## src/rtl/flash_read_arbiter_if.sv

```systemverilog
// Request/flash bundle for flash_read_arbiter; slave is the arbiter's view, master the environment's.
// No latency or flow control of its own: a plain signal bundle.
interface flash_read_arbiter_if #(
    parameter int ADDR_WIDTH = 20
);
    logic                  req0_en;
    logic [ADDR_WIDTH-1:0] req0_address;
    logic                  req0_ready;
    logic                  req1_en;
    logic [ADDR_WIDTH-1:0] req1_address;
    logic                  req1_ready;
    logic [31:0]           read_data;
    logic                  flash_read_en;
    logic [ADDR_WIDTH-1:0] flash_read_address;
    logic                  flash_read_ready;
    logic [31:0]           flash_read_data;
    logic                  busy;
    logic                  timeout_flag;

    modport slave (
        input  req0_en, req0_address, req1_en, req1_address,
               flash_read_ready, flash_read_data,
        output req0_ready, req1_ready, read_data, flash_read_en,
               flash_read_address, busy, timeout_flag
    );

    modport master (
        output req0_en, req0_address, req1_en, req1_address,
               flash_read_ready, flash_read_data,
        input  req0_ready, req1_ready, read_data, flash_read_en,
               flash_read_address, busy, timeout_flag
    );
endinterface

```

## src/rtl/flash_read_arbiter.sv

```systemverilog
// Two-port arbiter onto the flash_dma read port (FLASH_READ_ARBITER_ROUND_ROBIN_EN selects round robin); grant one cycle after
// request, ready one cycle after flash_read_ready, then one RETIRE cycle; requesters hold en until ready, watchdog aborts stalls.
module flash_read_arbiter #(
    parameter int ADDR_WIDTH     = 20,
    parameter int TIMEOUT_CYCLES = 4096
) (
    input  logic                   clk,
    input  logic                   resetn,
    flash_read_arbiter_if.slave    bus
);
    typedef enum logic [1:0] {ST_IDLE, ST_BUSY, ST_RETIRE} state_t;

    localparam int CNT_W = (TIMEOUT_CYCLES > 1) ? $clog2(TIMEOUT_CYCLES) : 1;
    localparam logic [CNT_W-1:0] TO_LAST = (TIMEOUT_CYCLES > 0) ? CNT_W'(TIMEOUT_CYCLES - 1) : '0;
    localparam bit WDOG_EN = (TIMEOUT_CYCLES > 0);

    state_t                state_q, state_d;
    logic [CNT_W-1:0]      cnt_q, cnt_d;
    logic                  grant_q, grant_d;
    logic                  last_grant_q, last_grant_d;
    logic                  flash_read_en_q, flash_read_en_d;
    logic [ADDR_WIDTH-1:0] flash_read_address_q, flash_read_address_d;
    logic [31:0]           read_data_q, read_data_d;
    logic                  req0_ready_q, req0_ready_d;
    logic                  req1_ready_q, req1_ready_d;
    logic                  busy_q, busy_d;
    logic                  timeout_flag_q, timeout_flag_d;
    logic                  winner;
    logic                  done;

    always_comb begin
        state_d              = state_q;
        cnt_d                = cnt_q;
        grant_d              = grant_q;
        last_grant_d         = last_grant_q;
        flash_read_en_d      = flash_read_en_q;
        flash_read_address_d = flash_read_address_q;
        read_data_d          = read_data_q;
        req0_ready_d         = 1'b0;
        req1_ready_d         = 1'b0;
        timeout_flag_d       = timeout_flag_q;
        winner               = 1'b0;
        done                 = 1'b0;

`ifdef FLASH_READ_ARBITER_ROUND_ROBIN_EN
        if (bus.req0_en && bus.req1_en) winner = ~last_grant_q;
        else                            winner = ~bus.req0_en;
`else
        winner = ~bus.req0_en;
`endif

        case (state_q)
            ST_IDLE: begin
                if (bus.req0_en || bus.req1_en) begin
                    grant_d              = winner;
                    last_grant_d         = winner;
                    flash_read_address_d = winner ? bus.req1_address : bus.req0_address;
                    flash_read_en_d      = 1'b1;
                    cnt_d                = '0;
                    state_d              = ST_BUSY;
                end
            end
            ST_BUSY: begin
                cnt_d = cnt_q + CNT_W'(1);
                // A completion landing on the timeout edge takes precedence over the abort.
                if (bus.flash_read_ready) begin
                    read_data_d = bus.flash_read_data;
                    done        = 1'b1;
                end else if (WDOG_EN && (cnt_q == TO_LAST)) begin
                    read_data_d    = 32'hFFFF_FFFF;
                    timeout_flag_d = 1'b1;
                    done           = 1'b1;
                end
                if (done) begin
                    req0_ready_d    = ~grant_q;
                    req1_ready_d    = grant_q;
                    flash_read_en_d = 1'b0;
                    cnt_d           = '0;
                    state_d         = ST_RETIRE;
                end
            end
            ST_RETIRE: state_d = ST_IDLE;
            default:   state_d = ST_IDLE;
        endcase

        busy_d = (state_d != ST_IDLE);
    end

    always_ff @(posedge clk or negedge resetn) begin
        if (!resetn) begin
            state_q              <= ST_IDLE;
            cnt_q                <= '0;
            grant_q              <= 1'b0;
            last_grant_q         <= 1'b1;
            flash_read_en_q      <= 1'b0;
            flash_read_address_q <= '0;
            read_data_q          <= '0;
            req0_ready_q         <= 1'b0;
            req1_ready_q         <= 1'b0;
            busy_q               <= 1'b0;
            timeout_flag_q       <= 1'b0;
        end else begin
            state_q              <= state_d;
            cnt_q                <= cnt_d;
            grant_q              <= grant_d;
            last_grant_q         <= last_grant_d;
            flash_read_en_q      <= flash_read_en_d;
            flash_read_address_q <= flash_read_address_d;
            read_data_q          <= read_data_d;
            req0_ready_q         <= req0_ready_d;
            req1_ready_q         <= req1_ready_d;
            busy_q               <= busy_d;
            timeout_flag_q       <= timeout_flag_d;
        end
    end

    assign bus.req0_ready         = req0_ready_q;
    assign bus.req1_ready         = req1_ready_q;
    assign bus.read_data          = read_data_q;
    assign bus.flash_read_en      = flash_read_en_q;
    assign bus.flash_read_address = flash_read_address_q;
    assign bus.busy               = busy_q;
    assign bus.timeout_flag       = timeout_flag_q;
endmodule

```

## src/flat_wrapper.sv

```systemverilog
// flat-port wrapper written by rule: the top's interface ports become plain ports
module flash_read_arbiter_flat 
#(
    parameter int ADDR_WIDTH     = 20,
    parameter int TIMEOUT_CYCLES = 4096
)
  (clk, resetn, bus_req0_en, bus_req0_address, bus_req1_en, bus_req1_address, bus_flash_read_ready, bus_flash_read_data, bus_req0_ready, bus_req1_ready, bus_read_data, bus_flash_read_en, bus_flash_read_address, bus_busy, bus_timeout_flag);
  flash_read_arbiter_if #(.ADDR_WIDTH(ADDR_WIDTH)) bus_i ();
  input  logic clk;
  input  logic resetn;
  input wire logic [$bits(bus_i.req0_en)-1:0] bus_req0_en;
  input wire logic [$bits(bus_i.req0_address)-1:0] bus_req0_address;
  input wire logic [$bits(bus_i.req1_en)-1:0] bus_req1_en;
  input wire logic [$bits(bus_i.req1_address)-1:0] bus_req1_address;
  input wire logic [$bits(bus_i.flash_read_ready)-1:0] bus_flash_read_ready;
  input wire logic [$bits(bus_i.flash_read_data)-1:0] bus_flash_read_data;
  output wire logic [$bits(bus_i.req0_ready)-1:0] bus_req0_ready;
  output wire logic [$bits(bus_i.req1_ready)-1:0] bus_req1_ready;
  output wire logic [$bits(bus_i.read_data)-1:0] bus_read_data;
  output wire logic [$bits(bus_i.flash_read_en)-1:0] bus_flash_read_en;
  output wire logic [$bits(bus_i.flash_read_address)-1:0] bus_flash_read_address;
  output wire logic [$bits(bus_i.busy)-1:0] bus_busy;
  output wire logic [$bits(bus_i.timeout_flag)-1:0] bus_timeout_flag;
  assign bus_i.req0_en = bus_req0_en;
  assign bus_i.req0_address = bus_req0_address;
  assign bus_i.req1_en = bus_req1_en;
  assign bus_i.req1_address = bus_req1_address;
  assign bus_i.flash_read_ready = bus_flash_read_ready;
  assign bus_i.flash_read_data = bus_flash_read_data;
  assign bus_req0_ready = bus_i.req0_ready;
  assign bus_req1_ready = bus_i.req1_ready;
  assign bus_read_data = bus_i.read_data;
  assign bus_flash_read_en = bus_i.flash_read_en;
  assign bus_flash_read_address = bus_i.flash_read_address;
  assign bus_busy = bus_i.busy;
  assign bus_timeout_flag = bus_i.timeout_flag;
  flash_read_arbiter #(.ADDR_WIDTH(ADDR_WIDTH), .TIMEOUT_CYCLES(TIMEOUT_CYCLES)) u_core (.clk(clk), .resetn(resetn), .bus(bus_i));
endmodule
```

## config.mk

```make
export PLATFORM = sky130hd
export DESIGN_NAME = flash_read_arbiter_flat
export DESIGN_NICKNAME = d
export VERILOG_FILES = /design/src/rtl/flash_read_arbiter_if.sv /design/src/rtl/flash_read_arbiter.sv /design/src/flat_wrapper.sv
export SDC_FILE = /design/constraint.sdc
export NUM_CORES = 1
export LEC_CHECK = 0
export ABC_AREA = 1
export CORE_MARGIN = 10
export CORE_UTILIZATION = 35
export CTS_BUF_LIST = sky130_fd_sc_hd__clkbuf_4 sky130_fd_sc_hd__clkbuf_8
export DETAILED_ROUTE_END_ITERATION = 12
export PLACE_DENSITY_LB_ADDON = 0.25
export SYNTH_ARGS = -nofsm -noshare
export SYNTH_HDL_FRONTEND = slang
export SYNTH_SLANG_ARGS = --single-unit
```

## constraint.sdc

```tcl
create_clock -name clk -period 2.1 [get_ports clk]
set_input_delay 0.42 -clock clk [delete_from_list [all_inputs] [get_ports clk]]
set_output_delay 0.42 -clock clk [all_outputs]
set_load 0.05 [all_outputs]
```

==> results.tsv <==
metric	value	unit
setup_viol	0	
crit_family	buffers and inverters	
synth_largest_area_cell	dfrtp_1	
die_w	114.9	um
path_class	register to output port	
design_area	0.004796	mm^2
drt-initial-drc-count	172	
synthTopCellsByArea	dfrtp_1 (57%), nand2_1 (11%), nor2_1 (8.1%), a21oi_1 (5.2%), inv_1 (5.2%)	
peakVddDrop	0.7002	mV
ys_seq_area_share	57.14	%
fin_util	54.73	%
synth_cells	372	
route.met2.wl	3.376	mm
drtAntennaViolNets	0	
cp_data_required_time	1.68	ns
yosysWarnings	0	
relSlewSlack	64.16	%
io-pin-count	134	
max_stage_delay	0.83	ns
core_area	0.008763	mm^2
fin_skew	0.004707	ns
wl_met3	1.119	mm
synth-main-ff-cell	dfrtp_1	
nets	585	
dieArea	0.01321	mm^2
synthesis.area	0.003153	mm^2
fin_hold_ws	0.08896	ns
synth_nets	450	
wl_met1	4.002	mm
wl	8.610	mm
async_flop_share	100.0	%
wl_per_cell	13.91	um
ys_top_cells_by_count	nand2_1 (89), dfrtp_1 (72), nor2_1 (68)	
diodes	0	
clock_latency	0.34	ns
firstDrtPassIters	4	
grt_pass1_wl	13.98	mm
cts_buffer_depth	2	
cp-start-kind	register	
cts_resized	0	
cts_tree	done	
fp-row-count	34	
cts_inserted_buffers	9	
synth_most_common_cell	nand2_1	
crit_fanout	1	
layout_min_cycle_time	1.964	ns
cts_sinks	72	
multiInputGateArea	0.001087	mm^2
ys_ff_latch	72	
initial_core_util	35.98	%
p_per_area	1570	mW/mm^2
layout-drive-gt1-share	6.654	%
syn2layout_area_growth	52.10	%
cp_slowest_cell	clkdlybuf4s50_1	
post-place-ws	0.3083	ns
syn_area_per_cell	8.476	um^2
setup_tns	0	ns
grt_overflow	0	
vias	2812	
hold_class	input port to asynchronous set/reset pin	
fmax	509.2	MHz
ff_latch_area	0.001802	mm^2
cp-end-kind	output port	
fin_cells	619	
via_per_inst	4.543	
grt_pass1_vias	2855	
cap_violations	0	
worst_pin_slew	0.5358	ns
dp.cells	604	
dr.max_layer_used	met4	
dpl.hpwl	6.486	mm
post_cts_buffers	0	
track_usage	13.07	%
worstPathCellList	clkdlybuf4s50_1	
portBuffers	133	
rsz0062_at_grt	false	
cp.arrival	1.54	ns
grt_start_max_net_pins	73	
finalWorstSetupSlack	0.1363	ns
cts_root_buf	clkbuf_8	
period_share	93.51	%
cts.clk_slew.worst_paths	0.07	ns
fillers	828	
routabilityCongestion	0.8141	
finalPower	7.531	mW
critPathBufInv	1	
ys_types	26	
ctsHtreeMaxLevel	3	
synth_enable_flop_cells	0	
synthDominantCellAreaShare	57.14	%
die_y	114.9	um
final_max_slew_viol_count	0	
antenna_found_initial	0	
cellLeakagePower	2.255	nW
outcome	finished clean	
final_hold_viol_count	0	
ctsHoldBuffers	0	
placed_cell_area	0.004591	mm^2
drc_errors	0	
==> kinds of logic (layout without fill, tap and decap cells) <==
family,after synthesis,after routing,synth area share (%)
AO/OA/AOI/OAI,59,59,10.36
XOR/XNOR,4,4,1.111
adder cells (fa/ha/maj),1,1,0.3968
buffers and inverters,62,201,8.373
flip-flops,72,72,57.14
AND/OR/NAND/NOR,174,174,22.62
==> report_power, final <==
group          internal [mW]  total, mW  leakage, nW  switching [mW]
clock network          0.636       1.12        0.108           0.484
registers               1.94       2.24        0.837           0.295
logic                   1.36       4.17         1.31            2.82
==> state kept, by name, indices dropped and copies added (netlist names), 2 cells and up <==
signal,count
u_core.bus.flash_read_address,20
u_core.bus.read_data,32
u_core.cnt_q,12
u_core.state_q,2
==> final timing paths <==
path,start,endpoint,slack (ns),cells past startpoint
worst min register to register,u_core.grant_q,u_core.bus.req0_ready,0.46,1
min in group clk,u_core.grant_q,u_core.bus.req0_ready,0.46,1
max in group asynchronous,resetn,u_core.cnt_q[7],1.68,2
worst max register to register,u_core.cnt_q[0],u_core.bus.read_data[15],0.50,7
worst max-delay path,u_core.bus.busy,bus_busy,0.14,1
worst min-delay path,resetn,u_core.bus.read_data[10],0.09,2
==> area by class of cell <==
type,count,share of cell area [%]
clock buffer,12,3.444
clock inverter,3,0.8349
inverter,48,3.757
multi-input combinational,238,22.67
sequential,72,37.57
tap,108,2.818
timing repair buffer,138,28.91
==> layout by cell type (no fill, tap or decap) <==
| master | n |
|---|---|
| o21ai_0 | 2 |
| inv_2 | 4 |
| nor2_1 | 68 |
| nand3_1 | 7 |
| nor3_1 | 1 |
| nand3b_1 | 1 |
| nand2_2 | 2 |
| o21ai_1 | 2 |
| buf_4 | 4 |
| dfrtp_1 | 72 |
| clkbuf_8 | 12 |
| nand3_4 | 1 |
| nor2_4 | 1 |
| nand2_1 | 89 |
| buf_12 | 2 |
| xnor2_1 | 1 |
| buf_2 | 1 |
| a21oi_1 | 33 |
| bufinv_16 | 1 |
| nand2_4 | 2 |
| o21bai_1 | 1 |
| clkinv_2 | 2 |
| nor2_2 | 1 |
| clkdlybuf4s50_1 | 131 |
| a21oi_2 | 1 |
| nand4_1 | 1 |
| a31oi_1 | 20 |
| ha_1 | 1 |
| xor2_1 | 3 |
| inv_1 | 44 |
==> per-layer routing <==
metal / global-route usage (%) / up-vias
met1: 16.57 / 1259
met3: 7.187 / 10
met2: 18.06 / 116
li1: - / 1427
met5: 0 / -
met4: 5.198 / 0
No activity file was read; power rests on OpenSTA's default activity.
